### src/rtl/text_line_buffer.sv
// Editable single-line character buffer feeding the text display: accepts
// characters and edit commands, scrolls left when full, commits on ENTER.
module text_line_buffer #(
    parameter int CHARS        = 10,
    parameter int CW           = 6,
    parameter int BLINK_CYCLES = 25_000_000
) (
    input  logic                  clk,
    input  logic                  rst,
    input  logic                  in_valid,
    output logic                  in_ready,
    input  logic [1:0]            in_cmd,
    input  logic [CW-1:0]         in_char,
    output logic [CHARS*CW-1:0]   text_line,
    output logic [CHARS*CW-1:0]   committed_line,
    output logic                  line_done,
    output logic [3:0]            len,
    output logic [3:0]            cursor_pos,
    output logic                  cursor_on,
    output logic                  err
);

    localparam logic [CW-1:0] EMPTY     = {CW{1'b1}};
    localparam int            CNT_W     = (BLINK_CYCLES > 1) ? $clog2(BLINK_CYCLES) : 1;
    localparam logic [1:0]    CMD_CHAR  = 2'b00;
    localparam logic [1:0]    CMD_BKSP  = 2'b01;
    localparam logic [1:0]    CMD_CLEAR = 2'b10;
    localparam logic [1:0]    CMD_ENTER = 2'b11;

    typedef enum logic {
        IDLE   = 1'b0,
        COMMIT = 1'b1
    } state_t;

    state_t                state_reg, state_next;
    logic [3:0]            len_reg, len_next;
    logic [CHARS*CW-1:0]   committed_reg;
    logic                  err_reg;
    logic                  cursor_on_reg;
    logic [CNT_W-1:0]      blink_cnt_reg;

    logic accept;
    logic char_ok;
    logic full;
    logic do_char;
    logic do_bksp;
    logic do_clear;
    logic do_enter;
    logic wipe;

    assign in_ready = (state_reg == IDLE);
    assign accept   = in_valid & in_ready;
    assign char_ok  = (32'(in_char) < 32'd36);
    assign full     = (len_reg == 4'(CHARS));
    assign do_char  = accept && (in_cmd == CMD_CHAR) && char_ok;
    assign do_bksp  = accept && (in_cmd == CMD_BKSP);
    assign do_clear = accept && (in_cmd == CMD_CLEAR);
    assign do_enter = accept && (in_cmd == CMD_ENTER);
    // The COMMIT cycle empties the line exactly like CLEAR does.
    assign wipe     = (state_reg == COMMIT) || do_clear;

    always_ff @(posedge clk) begin
        if (rst) begin
            state_reg <= IDLE;
        end else begin
            state_reg <= state_next;
        end
    end

    always_comb begin
        state_next = state_reg;
        case (state_reg)
            IDLE:    if (do_enter) state_next = COMMIT;
            COMMIT:  state_next = IDLE;
            default: state_next = IDLE;
        endcase
    end

    always_comb begin
        len_next = len_reg;
        if (wipe) begin
            len_next = 4'd0;
        end else if (do_char && !full) begin
            len_next = len_reg + 4'd1;
        end else if (do_bksp && (len_reg != 4'd0)) begin
            len_next = len_reg - 4'd1;
        end
    end

    always_ff @(posedge clk) begin
        if (rst) begin
            len_reg <= 4'd0;
        end else begin
            len_reg <= len_next;
        end
    end

    // Each slot owns its register; the full-line scroll takes its neighbour
    // on the right, and the last slot takes the incoming character.
    generate
        for (genvar gi = 0; gi < CHARS; gi++) begin : g_slot
            logic [CW-1:0] slot_reg, slot_next, shift_src;

            if (gi < CHARS - 1) begin : g_mid
                assign shift_src = text_line[(gi+1)*CW +: CW];
            end else begin : g_last
                assign shift_src = in_char;
            end

            always_comb begin
                slot_next = slot_reg;
                if (wipe) begin
                    slot_next = EMPTY;
                end else if (do_char) begin
                    if (full) begin
                        slot_next = shift_src;
                    end else if (len_reg == 4'(gi)) begin
                        slot_next = in_char;
                    end
                end else if (do_bksp && (len_reg == 4'(gi + 1))) begin
                    slot_next = EMPTY;
                end
            end

            always_ff @(posedge clk) begin
                if (rst) begin
                    slot_reg <= EMPTY;
                end else begin
                    slot_reg <= slot_next;
                end
            end

            assign text_line[gi*CW +: CW] = slot_reg;
        end
    endgenerate

    always_ff @(posedge clk) begin
        if (rst) begin
            committed_reg <= {(CHARS*CW){1'b1}};
            err_reg       <= 1'b0;
        end else begin
            if (do_enter) begin
                committed_reg <= text_line;
            end
            err_reg <= accept && (in_cmd == CMD_CHAR) && !char_ok;
        end
    end

    // Editing keeps the cursor solid; ENTER does not touch the blink phase.
    always_ff @(posedge clk) begin
        if (rst) begin
            blink_cnt_reg <= '0;
            cursor_on_reg <= 1'b1;
        end else if (accept && (in_cmd != CMD_ENTER)) begin
            blink_cnt_reg <= '0;
            cursor_on_reg <= 1'b1;
        end else if (blink_cnt_reg == CNT_W'(BLINK_CYCLES - 1)) begin
            blink_cnt_reg <= '0;
            cursor_on_reg <= ~cursor_on_reg;
        end else begin
            blink_cnt_reg <= blink_cnt_reg + 1'b1;
        end
    end

    assign committed_line = committed_reg;
    assign line_done      = (state_reg == COMMIT);
    assign len            = len_reg;
    assign cursor_pos     = (len_reg >= 4'(CHARS - 1)) ? 4'(CHARS - 1) : len_reg;
    assign cursor_on      = cursor_on_reg;
    assign err            = err_reg;

endmodule

### config.mk
export PLATFORM = sky130hd
export DESIGN_NAME = text_line_buffer
export DESIGN_NICKNAME = d
export VERILOG_FILES = /design/src/rtl/text_line_buffer.sv
export SDC_FILE = /design/constraint.sdc
export NUM_CORES = 1
export LEC_CHECK = 0
export ABC_CLOCK_PERIOD_IN_PS = 2400
export CAP_MARGIN = 20
export CORE_MARGIN = 4
export CORE_UTILIZATION = 30
export CTS_BUF_LIST = sky130_fd_sc_hd__clkbuf_4
export DETAILED_ROUTE_END_ITERATION = 8
export GPL_TIMING_DRIVEN = 0
export SLEW_MARGIN = 20
export SYNTH_ARGS = -nofsm -noshare
export SYNTH_HDL_FRONTEND = slang
export SYNTH_SLANG_ARGS = --single-unit
### constraint.sdc
create_clock -name clk -period 2.4 [get_ports clk]
set_clock_uncertainty 0.1 [all_clocks]
set_input_delay 0.24 -clock clk [delete_from_list [all_inputs] [get_ports clk]]
set_output_delay 0.24 -clock clk [all_outputs]
set_load 0.05 [all_outputs]
Yosys cells after proc, flatten, opt, wreduce, memory -nomap -nowiden

Cells that the tools add are included.

Add/sub/neg operators: 3
$lt $le $gt $ge: 2
Eq/ne operators: 25
Muxes and demuxes: 45
Bitwise logic cells: 3
Reduce and logical (&&, ||, !) cells: 49

Operators with widths:

| operator                                                              | count |
|---|---|
| 6-bit 2-to-1 mux                                                      | 40 |
| 3-bit by 2-bit != test with 1-bit output, second input constant       | 10 |
| 25-bit by 1-bit adder with 25-bit output, second input constant       | 1 |
| 25-bit equality test, second input constant                           | 1 |
| 2-bit nonzero test                                                    | 11 |
| 2-bit AND reduction                                                   | 10 |
| 1-bit logical AND                                                     | 19 |
| 4-bit by 3-bit equality test with 1-bit output, second input constant | 4 |
| 4-bit equality test, second input constant                            | 3 |
| 4-bit 2-to-1 mux                                                      | 3 |
| 4-bit by 2-bit equality test with 1-bit output, second input constant | 2 |
| 6-bit < comparator, second input constant                             | 1 |
| 4-bit by 1-bit adder with 4-bit output, second input constant         | 1 |
| 2-bit equality test, second input constant                            | 2 |
| 4-bit by 1-bit equality test with 1-bit output, second input constant | 1 |
| 4-bit >= comparator, second input constant                            | 1 |
| 4-bit logical NOT                                                     | 1 |
| 4-bit nonzero test                                                    | 1 |
| 2-bit OR reduction                                                    | 2 |
| 4-bit by 1-bit subtractor with 4-bit output, second input constant    | 1 |
| 3-bit OR reduction                                                    | 1 |
| 2-bit by 1-bit equality test with 1-bit output, second input constant | 1 |
| 1-bit logical NOT                                                     | 2 |
| 2-bit logical NOT                                                     | 1 |
| other kinds (6)                                                       | 7 |

Bits in registers: 152
Input bits: 11
Output and inout bits: 132

Depth between registers and ports, before layout

Gate-level depths: netlist of the first run.

Depth after elaboration: 6
Mapped depth: 9
Gate-level depth less buffers: 7

Least setup slack after synthesis of the first run

OpenSTA, ideal clock, no wires.

Path kind: reg2reg
Start: reg len_reg[0], in the netlist len[0]
End: reg g_slot[4].slot_reg[0]
Setup time: 0.070 ns
Arrival: 2.330 ns
Required time: 2.230 ns
Path slack: -0.100 ns
Stages on the path, launching flop included: 10
Cells stage by stage: dfxtp_1 inv_1 ha_1 clkbuf_1 and3b_1 a21oi_1 a2bb2oi_1 clkbuf_1 a211oi_1 a21oi_1

Cells in the longest elaborated chain, start to end: 4

Ends and longest elaborated chain:

| element                                        | line | RTL |
|---|---|---|
| start: declaration                             | 36   | `logic [3:0] len_reg, len_next;` |
| start signal: assignment                       | 94   | `len_reg <= len_next;` |
| 4-bit by 3-bit equality test with 1-bit output | 120  | `end else if (do_bksp && (len_reg == 4'(gi + 1))) begin` |
| 1-bit logical AND                              | 120  |  |
| 2-bit nonzero test (no source line)            | -    |  |
| 2-bit AND reduction (no source line)           | -    |  |
| end signal: assignment                         | 129  | `slot_reg <= slot_next;` |
| end: declaration                               | 102  | `logic [CW-1:0] slot_reg, slot_next, shift_src;` |

Parallel ways exist; a longest one is shown, timed or not.
A chain may end at the register's enable or synchronous reset.

Worst setup path in the final report of the first run

Start: in in_cmd[0]
End: reg committed_reg[25], in the netlist committed_line[25]

Cells in the longest elaborated chain, start to end: 2

Ends and longest elaborated chain:

| element                | line | RTL |
|---|---|---|
| start: declaration     | 12   | `input logic [1:0] in_cmd,` |
| 2-bit equality test    | 58   | `assign do_enter = accept && (in_cmd == CMD_ENTER);` |
| 1-bit logical AND      | 58   |  |
| end signal: assignment | 139  | `committed_reg <= {(CHARS*CW){1'b1}};` |
| end signal: assignment | 143  | `committed_reg <= text_line;` |
| end: declaration       | 37   | `logic [CHARS*CW-1:0] committed_reg;` |

No other way between the ends.

==> run summary, run 1 <==
status - finished clean
number of max-slew violations in the final report - 0
Std-Cell Core Area - 0.0212 mm2
H-tree lvl count - 4
Total Wirelength - 20,900 um
number of global-route vias before repair - 5,713
number of setup violations in the final report - 0
proportion of layout cells with a drive suffix above 1 - 9.10%
Port Buffers - 141
startpoint of the most critical setup path - in_cmd[0]
TritonCTS buffer count - 17
relative slew slack - 51.9%
worst-path fanout max - 10
least setup slack across all paths after layout - 0.0998 ns
endpoint required time on the critical path - 2.74 ns
max reg flops - 60
sequential area share after synthesis - 46.8%
critical path class - in2reg
nets@finish - 949
fmax - 435 MHz
cell types with the highest counts after synthesis - sky130_fd_sc_hd__nand2_1 (155), sky130_fd_sc_hd__dfxtp_1 (152), sky130_fd_sc_hd__a21oi_1 (69)
final routed wire length divided by cell count - 17.1 um
transition time at the pin with the least slew margin - 0.716 ns
violation count after the first detailed-route iteration - 588
number of warnings printed during yosys synthesis - 0
number of iterations in the first detailed-routing pass - 5
vias per std cell - 4.94
post-synth net total - 787
capture instance of the worst register-to-register path - committed_line[25]$_SDFFE_PP1P_
setup repair after global routing missed its margin - true
antenna violation net count after detailed routing - 0
clock input transition at the sequential cells of the worst setup and hold paths - 0.14 ns
half-perimeter wire length after placement - 15,400 um
count of different cell masters after synthesis - 55
FF-to-FF Start - line_done$_SDFF_PP0_
classification of the worst-slack hold path - in2reg
VDD IR max - 269 uV
clock tree from TritonCTS - built
arrival time of the worst setup path - 2.65 ns
cell with the most instances after synthesis - sky130_fd_sc_hd__nand2_1
Max Root-Sink Buffers - 2
startpoint class of the critical path - primary input
cell count after placement - 1,186
non-filler instance count after layout - 1,222
number of enable flip-flop cells after synthesis - 0
number of antenna violations at the first check in global routing - 1
via count - 6,042
Reg2Reg Depth - 5
mean instance size in the synthesized netlist - 8.45 um2
weighted congestion reported at the end of routability-driven placement - 0.902
setup tns final - 0 ns
pin count of the biggest net entering global routing - 17
final worst path period need - 2.30 ns
Row Count - 53
Skew-Pair Late Insertion Delay - 0.59 ns
kind of end point of the critical path - register
total track usage - 17.2%
number of synthesized register bits - 152
number of design rule violations left after detail routing - 0
area share of the largest cell type after synthesis - 46.8%
die boundary height - 155 um
Post-Place Setup Slack - -0.520 ns
final critical-path share of the clock period - 95.8%
slack of the worst reg-to-reg path - 0.14 ns
area of the mapped netlist - 0.00651 mm2
Post-Route Utilization - 40.9%
clock root buffer master - sky130_fd_sc_hd__clkbuf_4
leakage component of the power - 3.39 nW
top cells by area in the synthesized netlist - sky130_fd_sc_hd__dfxtp_1 (47%), sky130_fd_sc_hd__nand2_1 (8.9%), sky130_fd_sc_hd__nand3b_1 (7.0%)
CP Capture Point - committed_line[25]$_SDFFE_PP1P_
Initial Util - 30.8%
reported max-cap violation count - 0
cell type with the highest aggregate area in the netlist - sky130_fd_sc_hd__dfxtp_1
floorplan die area - 0.0241 mm2
proportion of synthesized flip-flops having asynchronous set or reset - 0%
fillcell total - 2,144
Synth Flop Type - sky130_fd_sc_hd__dfxtp_1
die extent in x - 155 um
power per unit of standard cell area - 571 mW/mm2
Overflow after GRT - 0
Top-Level Pins - 143
first-pass GRT wire length - 32,800 um
area overhead of the layout relative to synthesis - 33.0%
number of clock sinks seen by CTS - 152
Cells after Synth - 770
Final Hold Vio Count - 0
==> per-layer routing <==
| layer | GRT usage, % | up-vias | share of wire [%] | wire length [um] |
|---|---|---|---|---|
| li1 | - | 2995 | - | - |
| met4 | 4.29 | 0 | 1.4 | 295 |
| met3 | 4.98 | 25 | 7.1 | 1480 |
| met5 | 0 | - | 0 | 0 |
| met1 | 24.1 | 2810 | 48 | 9910 |
| met2 | 26.2 | 212 | 44 | 9170 |
==> stage by stage <==
stage | total power [mW] | hold WS [ns] | cell area (um2)
floorplan | 3.07 | 0.240 | 6510
global placement | 3.28 | 0.330 | 8270
detailed placement | 3.28 | 0.345 | 8270
CTS | 5.00 | 0.204 | 8610
global route | 5.13 | 0.258 | 8650
finish | 4.94 | 0.238 | 8650
==> layout make-up <==
type / instances / area (um2) / share of cell area [%]
antenna: 2 / 5.00 / 0.0578
buffer: 53 / 255 / 2.95
clock buffer: 19 / 143 / 1.65
clock inverter: 13 / 154 / 1.78
inverter: 11 / 41.3 / 0.477
multi-input combinational: 553 / 3230 / 37.3
sequential: 152 / 3050 / 35.2
tap: 275 / 344 / 3.98
timing repair buffer: 144 / 1430 / 16.6
==> placed cells by master, fill, tap and decap left out, types with 6 or more instances in the layout <==
cell                              instances
sky130_fd_sc_hd__nor2_1                  64
sky130_fd_sc_hd__a21oi_1                 68
sky130_fd_sc_hd__buf_2                   11
sky130_fd_sc_hd__clkbuf_2                 8
sky130_fd_sc_hd__nand2_1                155
sky130_fd_sc_hd__o211ai_1                 6
sky130_fd_sc_hd__a2bb2oi_1                6
sky130_fd_sc_hd__clkbuf_1                28
sky130_fd_sc_hd__nor4_1                   9
sky130_fd_sc_hd__nor3_1                  24
sky130_fd_sc_hd__dfxtp_1                150
sky130_fd_sc_hd__a211oi_1                21
sky130_fd_sc_hd__nand3b_1                61
sky130_fd_sc_hd__nand3_1                 13
sky130_fd_sc_hd__xor2_1                  11
sky130_fd_sc_hd__clkdlybuf4s50_1        136
sky130_fd_sc_hd__nand4_1                 16
sky130_fd_sc_hd__mux2i_1                  6
sky130_fd_sc_hd__xnor2_1                 15
sky130_fd_sc_hd__o21ai_0                  7
sky130_fd_sc_hd__and2_1                   9
sky130_fd_sc_hd__inv_1                   11
sky130_fd_sc_hd__clkbuf_4                19
sky130_fd_sc_hd__buf_4                    6
==> critical path, cell delays in order <==
cell and delay [ns]:
sky130_fd_sc_hd__clkdlybuf4s50_1 0.50, sky130_fd_sc_hd__buf_2 0.23, sky130_fd_sc_hd__buf_1 0.40, sky130_fd_sc_hd__nand3_1 0.55
sky130_fd_sc_hd__clkbuf_1 0.46, sky130_fd_sc_hd__nand2_1 0.16, sky130_fd_sc_hd__nand3b_1 0.09
==> repair_timing <==
action	in CTS	in global routing
pin swaps	1	1
endpoints found under the setup margin	53	45
gates resized for setup	20	23
cloned	0	0
hold buffers	1	0
endpoints found under the hold margin	9	0
setup buffers	1	1
==> worst min path at each step <==
stage / to / depth (start not counted) / startpoint / slack [ns]
after floorplan: cursor_on$_SDFFE_PP1N_ / 2 / rst / 0.24
after global placement: blink_cnt_reg[0]$_SDFF_PP0_ / 1 / blink_cnt_reg[0]$_SDFF_PP0_ / 0.33
after detailed placement: blink_cnt_reg[0]$_SDFF_PP0_ / 1 / blink_cnt_reg[0]$_SDFF_PP0_ / 0.34
after CTS: g_slot[8].shift_src[1]$_SDFFE_PP1P_ / 3 / in_char[1] / 0.20
after global routing: g_slot[8].shift_src[0]$_SDFFE_PP1P_ / 3 / in_char[0] / 0.26
final: g_slot[8].shift_src[1]$_SDFFE_PP1P_ / 3 / in_char[1] / 0.24
==> kinds of logic after synthesis <==
family          share of synthesized area (%)
mux                                      1.10
xor+xnor                                 3.50
fa+ha+maj                                1.15
buf+inv                                  4.44
simple gates                             29.7
compound gates                           13.3
flops                                    46.8
==> report_power, final <==
group | internal [mW] | switching [mW] | leakage (nW)
Sequential | 2.58 | 0.0324 | 1.24
Combinational | 0.205 | 0.416 | 2.00
Clock | 0.739 | 0.975 | 0.158
Total | 3.52 | 1.42 | 3.39
No activity file was read; power rests on OpenSTA's default activity.
==> run 2, diff against run 1 <==
--- a/config.mk
+++ b/config.mk
@@ -6,12 +6,14 @@
 export NUM_CORES = 1
 export LEC_CHECK = 0
 export ABC_CLOCK_PERIOD_IN_PS = 2400
-export CAP_MARGIN = 20
+export CAP_MARGIN = 0
 export CORE_MARGIN = 4
 export CORE_UTILIZATION = 30
 export CTS_BUF_LIST = sky130_fd_sc_hd__clkbuf_4
+export CTS_CLUSTER_DIAMETER = 200
 export DETAILED_ROUTE_END_ITERATION = 8
 export GPL_TIMING_DRIVEN = 0
+export PLACE_DENSITY = 0.52
 export SLEW_MARGIN = 20
 export SYNTH_ARGS = -nofsm -noshare
 export SYNTH_HDL_FRONTEND = slang
==> run summary, run 2 (synthesis gave the netlist of run 1 again) <==
status - finished clean (unchanged)
die extent in x - 155 um (unchanged)
violation count after the first detailed-route iteration - 393 (was 588)
via count - 6,026 (was 6,042)
FF-to-FF Start - len[1]$_SDFFE_PP0P_ (was line_done$_SDFF_PP0_)
post-layout power - 4.79 mW (was 4.94 mW)
area overhead of the layout relative to synthesis - 32.9% (was 33.0%)
final routed wire length divided by cell count - 17.6 um (was 17.1 um)
Port Buffers - 141 (unchanged)
number of max-slew violations in the final report - 0 (unchanged)
power per unit of standard cell area - 553 mW/mm2 (was 571 mW/mm2)
TritonCTS buffer count - 17 (unchanged)
Overflow after GRT - 0 (unchanged)
clock root buffer master - sky130_fd_sc_hd__clkbuf_4 (unchanged)
Post-Route Utilization - 40.9% (about the same)
fmax - 437 MHz (was 435 MHz)
Top-Level Pins - 143 (unchanged)
H-tree lvl count - 4 (unchanged)
arrival time of the worst setup path - 2.67 ns (was 2.65 ns)
Total Wirelength - 21,500 um (was 20,900 um)
delay of the slowest cell on the worst path - 0.43 ns (was 0.55 ns)
clock input transition at the sequential cells of the worst setup and hold paths - 0.14 ns (about the same)
Crit path buffers/inverters - 2 (was 4)
weighted congestion reported at the end of routability-driven placement - 0.863 (was 0.902)
vias per std cell - 4.94 (about the same)
most common cell after layout, fill and taps aside - sky130_fd_sc_hd__nand2_1 (unchanged)
Post-Place Setup Slack - -0.505 ns (was -0.520 ns)
pin count of the biggest net entering global routing - 17 (unchanged)
number of iterations in the first detailed-routing pass - 5 (unchanged)
worst-path fanout max - 10 (unchanged)
beginning of the worst hold path - rst (was in_char[1])
antenna violation net count after detailed routing - 0 (unchanged)
capture instance of the worst register-to-register path - g_slot[0].shift_src[4]$_SDFFE_PP1P_ (was committed_line[25]$_SDFFE_PP1P_)
number of design rule violations left after detail routing - 0 (unchanged)
least setup slack across all paths after layout - 0.112 ns (was 0.0998 ns)
die boundary height - 155 um (unchanged)
nets@finish - 949 (unchanged)
kind of end point of the critical path - register (unchanged)
critical path, cell by cell - inv_1 -> ha_1 -> nor2b_1 -> nor3b_1 -> o311ai_2 -> clkbuf_1 -> a211oi_1 -> a21oi_1 (was clkdlybuf4s50_1 -> buf_2 -> buf_1 -> nand3_1 -> clkbuf_1 -> nand2_1 -> nand3b_1)
final critical-path share of the clock period - 95.3% (was 95.8%)
total track usage - 17.7% (was 17.2%)
proportion of layout cells with a drive suffix above 1 - 9.52% (was 9.10%)
number of clock sinks seen by CTS - 152 (unchanged)
worst hold path endpoint - cursor_on$_SDFFE_PP1N_ (was g_slot[8].shift_src[1]$_SDFFE_PP1P_)
Final Hold Vio Count - 0 (unchanged)
commonest non-fill, non-tap cells in the layout - sky130_fd_sc_hd__nand2_1 (155), sky130_fd_sc_hd__dfxtp_1 (150), sky130_fd_sc_hd__clkdlybuf4s50_1 (136), sky130_fd_sc_hd__a21oi_1 (67), sky130_fd_sc_hd__nor2_1 (64) (was sky130_fd_sc_hd__nand2_1 (155), sky130_fd_sc_hd__dfxtp_1 (150), sky130_fd_sc_hd__clkdlybuf4s50_1 (136), sky130_fd_sc_hd__a21oi_1 (68), sky130_fd_sc_hd__nor2_1 (64))
Reg2Reg Depth - 8 (was 5)
number of setup violations in the final report - 0 (unchanged)
Initial Util - 30.8% (unchanged)
Placed Instance Area - 0.00827 mm2 (unchanged)
family with the most delay on the worst path - compound AO/OA/AOI/OAI gates (was buffers and inverters)
VDD IR max - 251 uV (was 269 uV)
Worst path slowest cell - sky130_fd_sc_hd__dfxtp_2 (was sky130_fd_sc_hd__nand3_1)
Skew-Pair Late Insertion Delay - 0.54 ns (was 0.59 ns)
relative slew slack - 55.3% (was 51.9%)
classification of the worst-slack hold path - in2reg (unchanged)
reported max-cap violation count - 0 (unchanged)
number of global-route vias before repair - 5,683 (was 5,713)
floorplan die area - 0.0241 mm2 (unchanged)
fillcell total - 2,164 (was 2,144)
slack of the worst reg-to-reg path - 0.11 ns (was 0.14 ns)
number of cells on the worst hold path - 3 (unchanged)
finished layout cell area - 0.00865 mm2 (about the same)
final worst path period need - 2.29 ns (was 2.30 ns)
clock tree from TritonCTS - built (unchanged)
max reg flops - 60 (unchanged)
Max Root-Sink Buffers - 2 (unchanged)
setup repair after global routing missed its margin - true (unchanged)
Std-Cell Core Area - 0.0212 mm2 (unchanged)
Row Count - 53 (unchanged)
worst slack on hold paths - 0.279 ns (was 0.238 ns)
startpoint class of the critical path - register (was primary input)
first-pass GRT wire length - 33,500 um (was 32,800 um)
number of antenna violations at the first check in global routing - 1 (unchanged)
half-perimeter wire length after placement - 16,000 um (was 15,400 um)
endpoint required time on the critical path - 2.78 ns (was 2.74 ns)
critical path class - reg2reg (was in2reg)
transition time at the pin with the least slew margin - 0.671 ns (was 0.716 ns)
leakage component of the power - 3.38 nW (was 3.39 nW)
-- run 2: cell count changes in the layout (fill, tap and decap cells not counted), moves of 2 or more --
cell | before | now
sky130_fd_sc_hd__clkinv_4 | 2 | 5
sky130_fd_sc_hd__ha_2 | 3 | 1
sky130_fd_sc_hd__clkbuf_4 | 19 | 17
sky130_fd_sc_hd__bufinv_16 | 3 | 1
sky130_fd_sc_hd__clkinv_2 | 3 | 1
sky130_fd_sc_hd__inv_8 | 0 | 2
-- run 2: area by class of cell --
type	count	area, um2	share of cell area (%)
Tap cell	275	344	3.98
Timing Repair Buffer	144	1430	16.6
Sequential cell	152	3050	35.2
Buffer	53	254	2.94
Antenna cell	1	2.50	0.0289
Inverter	11	41.3	0.477
Multi-Input combinational cell	553	3260	37.6
Clock inverter	15	145	1.68
Clock buffer	17	128	1.48
-- run 2: power by group --
group / switching (mW) / total, mW / internal, mW / leakage, nW
registers: 0.0320 / 2.61 / 2.58 / 1.24
logic: 0.419 / 0.623 / 0.205 / 2.00
clock network: 1.02 / 1.55 / 0.535 / 0.140
total: 1.47 / 4.79 / 3.32 / 3.38
-- run 2: worst max path at each step --
stage                                                     end           startpoint  cells after the start  slack (ns)
after floorplan           g_slot[2].shift_src[0]$_SDFFE_PP1P_  len[2]$_SDFFE_PP0P_                      8        0.07
after global placement    g_slot[4].shift_src[4]$_SDFFE_PP1P_                  rst                      7       -0.57
after detailed placement  g_slot[4].shift_src[4]$_SDFFE_PP1P_                  rst                      7       -0.51
after CTS                                       cursor_pos[1]  len[1]$_SDFFE_PP0P_                      6       0.002
after global routing      g_slot[0].shift_src[4]$_SDFFE_PP1P_  len[1]$_SDFFE_PP0P_                      8      -0.004
final                     g_slot[0].shift_src[4]$_SDFFE_PP1P_  len[1]$_SDFFE_PP0P_                      8        0.11
-- run 2: worst reg2reg max path, delay by kind of cell (launching register included) --
kind	cells	cell delay (ns)
AO/OA/AOI/OAI	3	0.63
buffers and inverters	2	0.52
flip-flops	1	0.43
AND/OR/NAND/NOR	2	0.31
adder cells (fa/ha/maj)	1	0.25
-- run 2: repair_timing --
| item | 4_1_cts | 5_1_grt |
|---|---|---|
| pin swaps | 1 | 1 |
| resized for setup | 17 | 28 |
| setup endpoints to repair | 54 | 51 |
| hold buffers | 1 | 0 |
| gates cloned | 0 | 0 |
| setup buffers | 1 | 1 |
| endpoints found under the hold margin | 8 | 0 |
-- run 2: routing by layer --
metal	vias to the layer above	global-route usage (%)	routed length, um
li1	2996	-	-
met1	2865	25.5	10500
met2	155	27.2	9620
met3	10	4.28	1270
met4	0	3.50	136
met5	-	0	0
-- run 2: metrics by stage --
| step | setup TNS [ns] | cells |
|---|---|---|
| 4_1_cts | 0 | 1219 |
| 2_1_floorplan | 0 | 770 |
| 3_5_place_dp | -41.87 | 1186 |
| 3_3_place_gp | -43.68 | 1186 |
| 6_report | 0 | 1221 |
| 5_1_grt | -0.00412 | 1221 |
==> run 3, diff against run 2 <==
--- a/config.mk
+++ b/config.mk
@@ -14,6 +14,7 @@
 export DETAILED_ROUTE_END_ITERATION = 8
 export GPL_TIMING_DRIVEN = 0
 export PLACE_DENSITY = 0.52
+export REMOVE_ABC_BUFFERS = 1
 export SLEW_MARGIN = 20
 export SYNTH_ARGS = -nofsm -noshare
 export SYNTH_HDL_FRONTEND = slang
==> run summary, run 3 (synthesis gave the netlist of run 1 again) <==
post-layout power - 4.87 mW (was 4.79 mW)
final critical-path share of the clock period - 96.5% (was 95.3%)
GR met3 Demand/Resource - 3.59% (was 4.28%)
startpoint of the most critical setup path - len[0]$_SDFFE_PP0P_ (was len[1]$_SDFFE_PP0P_)
number of global-route vias before repair - 5,464 (was 5,683)
vias per std cell - 4.93 (was 4.94)
die extent in x - 155 um (unchanged)
finished layout cell area - 0.00866 mm2 (was 0.00865 mm2)
Placed Instance Area - 0.00819 mm2 (was 0.00827 mm2)
number of max-slew violations in the final report - 0 (unchanged)
Reg2Reg Depth - 7 (was 8)
commonest non-fill, non-tap cells in the layout - sky130_fd_sc_hd__nand2_1 (155), sky130_fd_sc_hd__dfxtp_1 (148), sky130_fd_sc_hd__clkdlybuf4s50_1 (133), sky130_fd_sc_hd__a21oi_1 (66), sky130_fd_sc_hd__nor2_1 (64) (was sky130_fd_sc_hd__nand2_1 (155), sky130_fd_sc_hd__dfxtp_1 (150), sky130_fd_sc_hd__clkdlybuf4s50_1 (136), sky130_fd_sc_hd__a21oi_1 (67), sky130_fd_sc_hd__nor2_1 (64))
VDD IR max - 322 uV (was 251 uV)
area overhead of the layout relative to synthesis - 33.1% (was 32.9%)
cell count after placement - 1,139 (was 1,186)
max reg flops - 60 (unchanged)
Skew-Pair Late Insertion Delay - 0.55 ns (was 0.54 ns)
transition time at the pin with the least slew margin - 0.964 ns (was 0.671 ns)
startpoint class of the critical path - register (unchanged)
switching power as a share of total power - 28.0% (was 30.7%)
endpoint required time on the critical path - 2.75 ns (was 2.78 ns)
met1 global-route usage - 21.9% (was 25.5%)
clock tree from TritonCTS - built (unchanged)
number of antenna violations at the first check in global routing - 0 (was 1)
final routed wire length divided by cell count - 16.8 um (was 17.6 um)
fillcell total - 2,162 (was 2,164)
number of cells on the worst hold path - 2 (was 3)
fmax - 432 MHz (was 437 MHz)
met2 demand-to-capacity share in global routing - 25.3% (was 27.2%)
total track usage - 15.9% (was 17.7%)
worst-path fanout max - 12 (was 10)
kind of end point of the critical path - register (unchanged)
number of setup violations in the final report - 0 (unchanged)
Port Buffers - 142 (was 141)
Row Count - 53 (unchanged)
final worst path period need - 2.32 ns (was 2.29 ns)
most common cell after layout, fill and taps aside - sky130_fd_sc_hd__nand2_1 (unchanged)
Comb power frac - 12.6% (was 13.0%)
nets@finish - 904 (was 949)
antenna violation net count after detailed routing - 0 (unchanged)
setup tns final - 0 ns (unchanged)
area of the multi-input gates - 0.00337 mm2 (was 0.00326 mm2)
relative slew slack - 35.7% (was 55.3%)
Std-Cell Core Area - 0.0212 mm2 (unchanged)
number of design rule violations left after detail routing - 0 (unchanged)
leakage component of the power - 3.35 nW (was 3.38 nW)
Total Wirelength - 19,700 um (was 21,500 um)
net load switching power - 1.37 mW (was 1.47 mW)
critical path class - reg2reg (unchanged)
half-perimeter wire length after placement - 13,600 um (was 16,000 um)
power per unit of standard cell area - 562 mW/mm2 (was 553 mW/mm2)
via count - 5,786 (was 6,026)
reported max-cap violation count - 0 (unchanged)
H-tree lvl count - 4 (unchanged)
weighted congestion reported at the end of routability-driven placement - 0.786 (was 0.863)
Final Hold Vio Count - 0 (unchanged)
pin count of the biggest net entering global routing - 42 (was 17)
setup repair after global routing missed its margin - true (unchanged)
least setup slack across all paths after layout - 0.0840 ns (was 0.112 ns)
floorplan die area - 0.0241 mm2 (unchanged)
clock input transition at the sequential cells of the worst setup and hold paths - 0.12 ns (was 0.14 ns)
worst slack on hold paths - 0.104 ns (was 0.279 ns)
Post-Route Utilization - 40.9% (about the same)
die boundary height - 155 um (unchanged)
Reg area - 0.00305 mm2 (about the same)
clock share of power - 33.9% (was 32.4%)
classification of the worst-slack hold path - in2reg (unchanged)
violation count after the first detailed-route iteration - 302 (was 393)
first-pass GRT wire length - 30,900 um (was 33,500 um)
Post-Place Setup Slack - -0.839 ns (was -0.505 ns)
Initial Util - 30.8% (unchanged)
number of clock sinks seen by CTS - 152 (unchanged)
Overflow after GRT - 0 (unchanged)
status - finished clean (unchanged)
Max Root-Sink Buffers - 2 (unchanged)
Sequential Power Share - 53.5% (was 54.5%)
beginning of the worst hold path - rst (unchanged)
GR peak layer - met2 (unchanged)
TritonCTS buffer count - 17 (unchanged)
number of antenna diodes - 0 (was 1)
clock root buffer master - sky130_fd_sc_hd__clkbuf_4 (unchanged)
non-filler instance count after layout - 1,174 (was 1,221)
proportion of layout cells with a drive suffix above 1 - 9.34% (was 9.52%)
arrival time of the worst setup path - 2.66 ns (was 2.67 ns)
Top-Level Pins - 143 (unchanged)
FF-to-FF Start - len[0]$_SDFFE_PP0P_ (was len[1]$_SDFFE_PP0P_)
number of iterations in the first detailed-routing pass - 4 (was 5)
internal power consumption - 3.51 mW (was 3.32 mW)
run 3: cell count changes in the layout (fill, tap and decap cells not counted), moves of 3 or more:
cell                              change
sky130_fd_sc_hd__buf_12               +4
sky130_fd_sc_hd__buf_2                -8
sky130_fd_sc_hd__buf_6                -3
sky130_fd_sc_hd__clkbuf_1            -29
sky130_fd_sc_hd__clkbuf_2             -8
sky130_fd_sc_hd__clkdlybuf4s50_1      -3
sky130_fd_sc_hd__clkinv_4             -4
sky130_fd_sc_hd__dlygate4sd2_1        +4
run 3: path summary, 6_finish.rpt:
path,endpoint,slack [ns]
worst max-delay path,g_slot[0].slot_reg[5]$_SDFFE_PP1P_,0.08
worst max register to register,g_slot[0].slot_reg[5]$_SDFFE_PP1P_,0.08
worst min register to register,blink_cnt_reg[0]$_SDFF_PP0_,0.35
worst min-delay path,line_done$_SDFF_PP0_,0.10
run 3: routing by layer:
layer	vias to the layer above	wire, um	share of wire, %
met2	132	9180	47
met5	-	0	0
met3	22	919	4.7
li1	2906	-	-
met1	2726	9400	48
met4	0	233	1.2
run 3: worst max-delay path, stage by stage, from the launching register on:
cell and delay [ns]:
sky130_fd_sc_hd__dfxtp_2 0.38, sky130_fd_sc_hd__inv_1 0.19, sky130_fd_sc_hd__ha_1 0.31, sky130_fd_sc_hd__or3b_2 0.53, sky130_fd_sc_hd__nand2_1 0.10, sky130_fd_sc_hd__a22o_2 0.36
sky130_fd_sc_hd__nand4_1 0.13, sky130_fd_sc_hd__o31a_1 0.12
run 3: area by class of cell:
class,instances,area share (%)
Multi-Input combinational cell,554,38.9
Inverter,11,0.477
Timing Repair Buffer,151,18.1
Clock buffer,18,1.56
Sequential cell,152,35.2
Tap cell,275,3.97
Clock inverter,13,1.78
run 3: power groups by stage:
stage	sequential (mW)	combinational, mW	clock [mW]
6_report	2.61	0.614	1.65
5_1_grt	2.62	0.658	1.80
4_1_cts	2.61	0.616	1.71
3_5_place_dp	2.67	0.608	0
3_3_place_gp	2.66	0.600	0
2_1_floorplan	2.84	0.196	0
run 3: timing repair:
item	4_1_cts	5_1_grt
resized for setup	33	15
cloned	0	1
hold buffers	0	0
buffers inserted	2	1
setup endpoints to repair	83	63
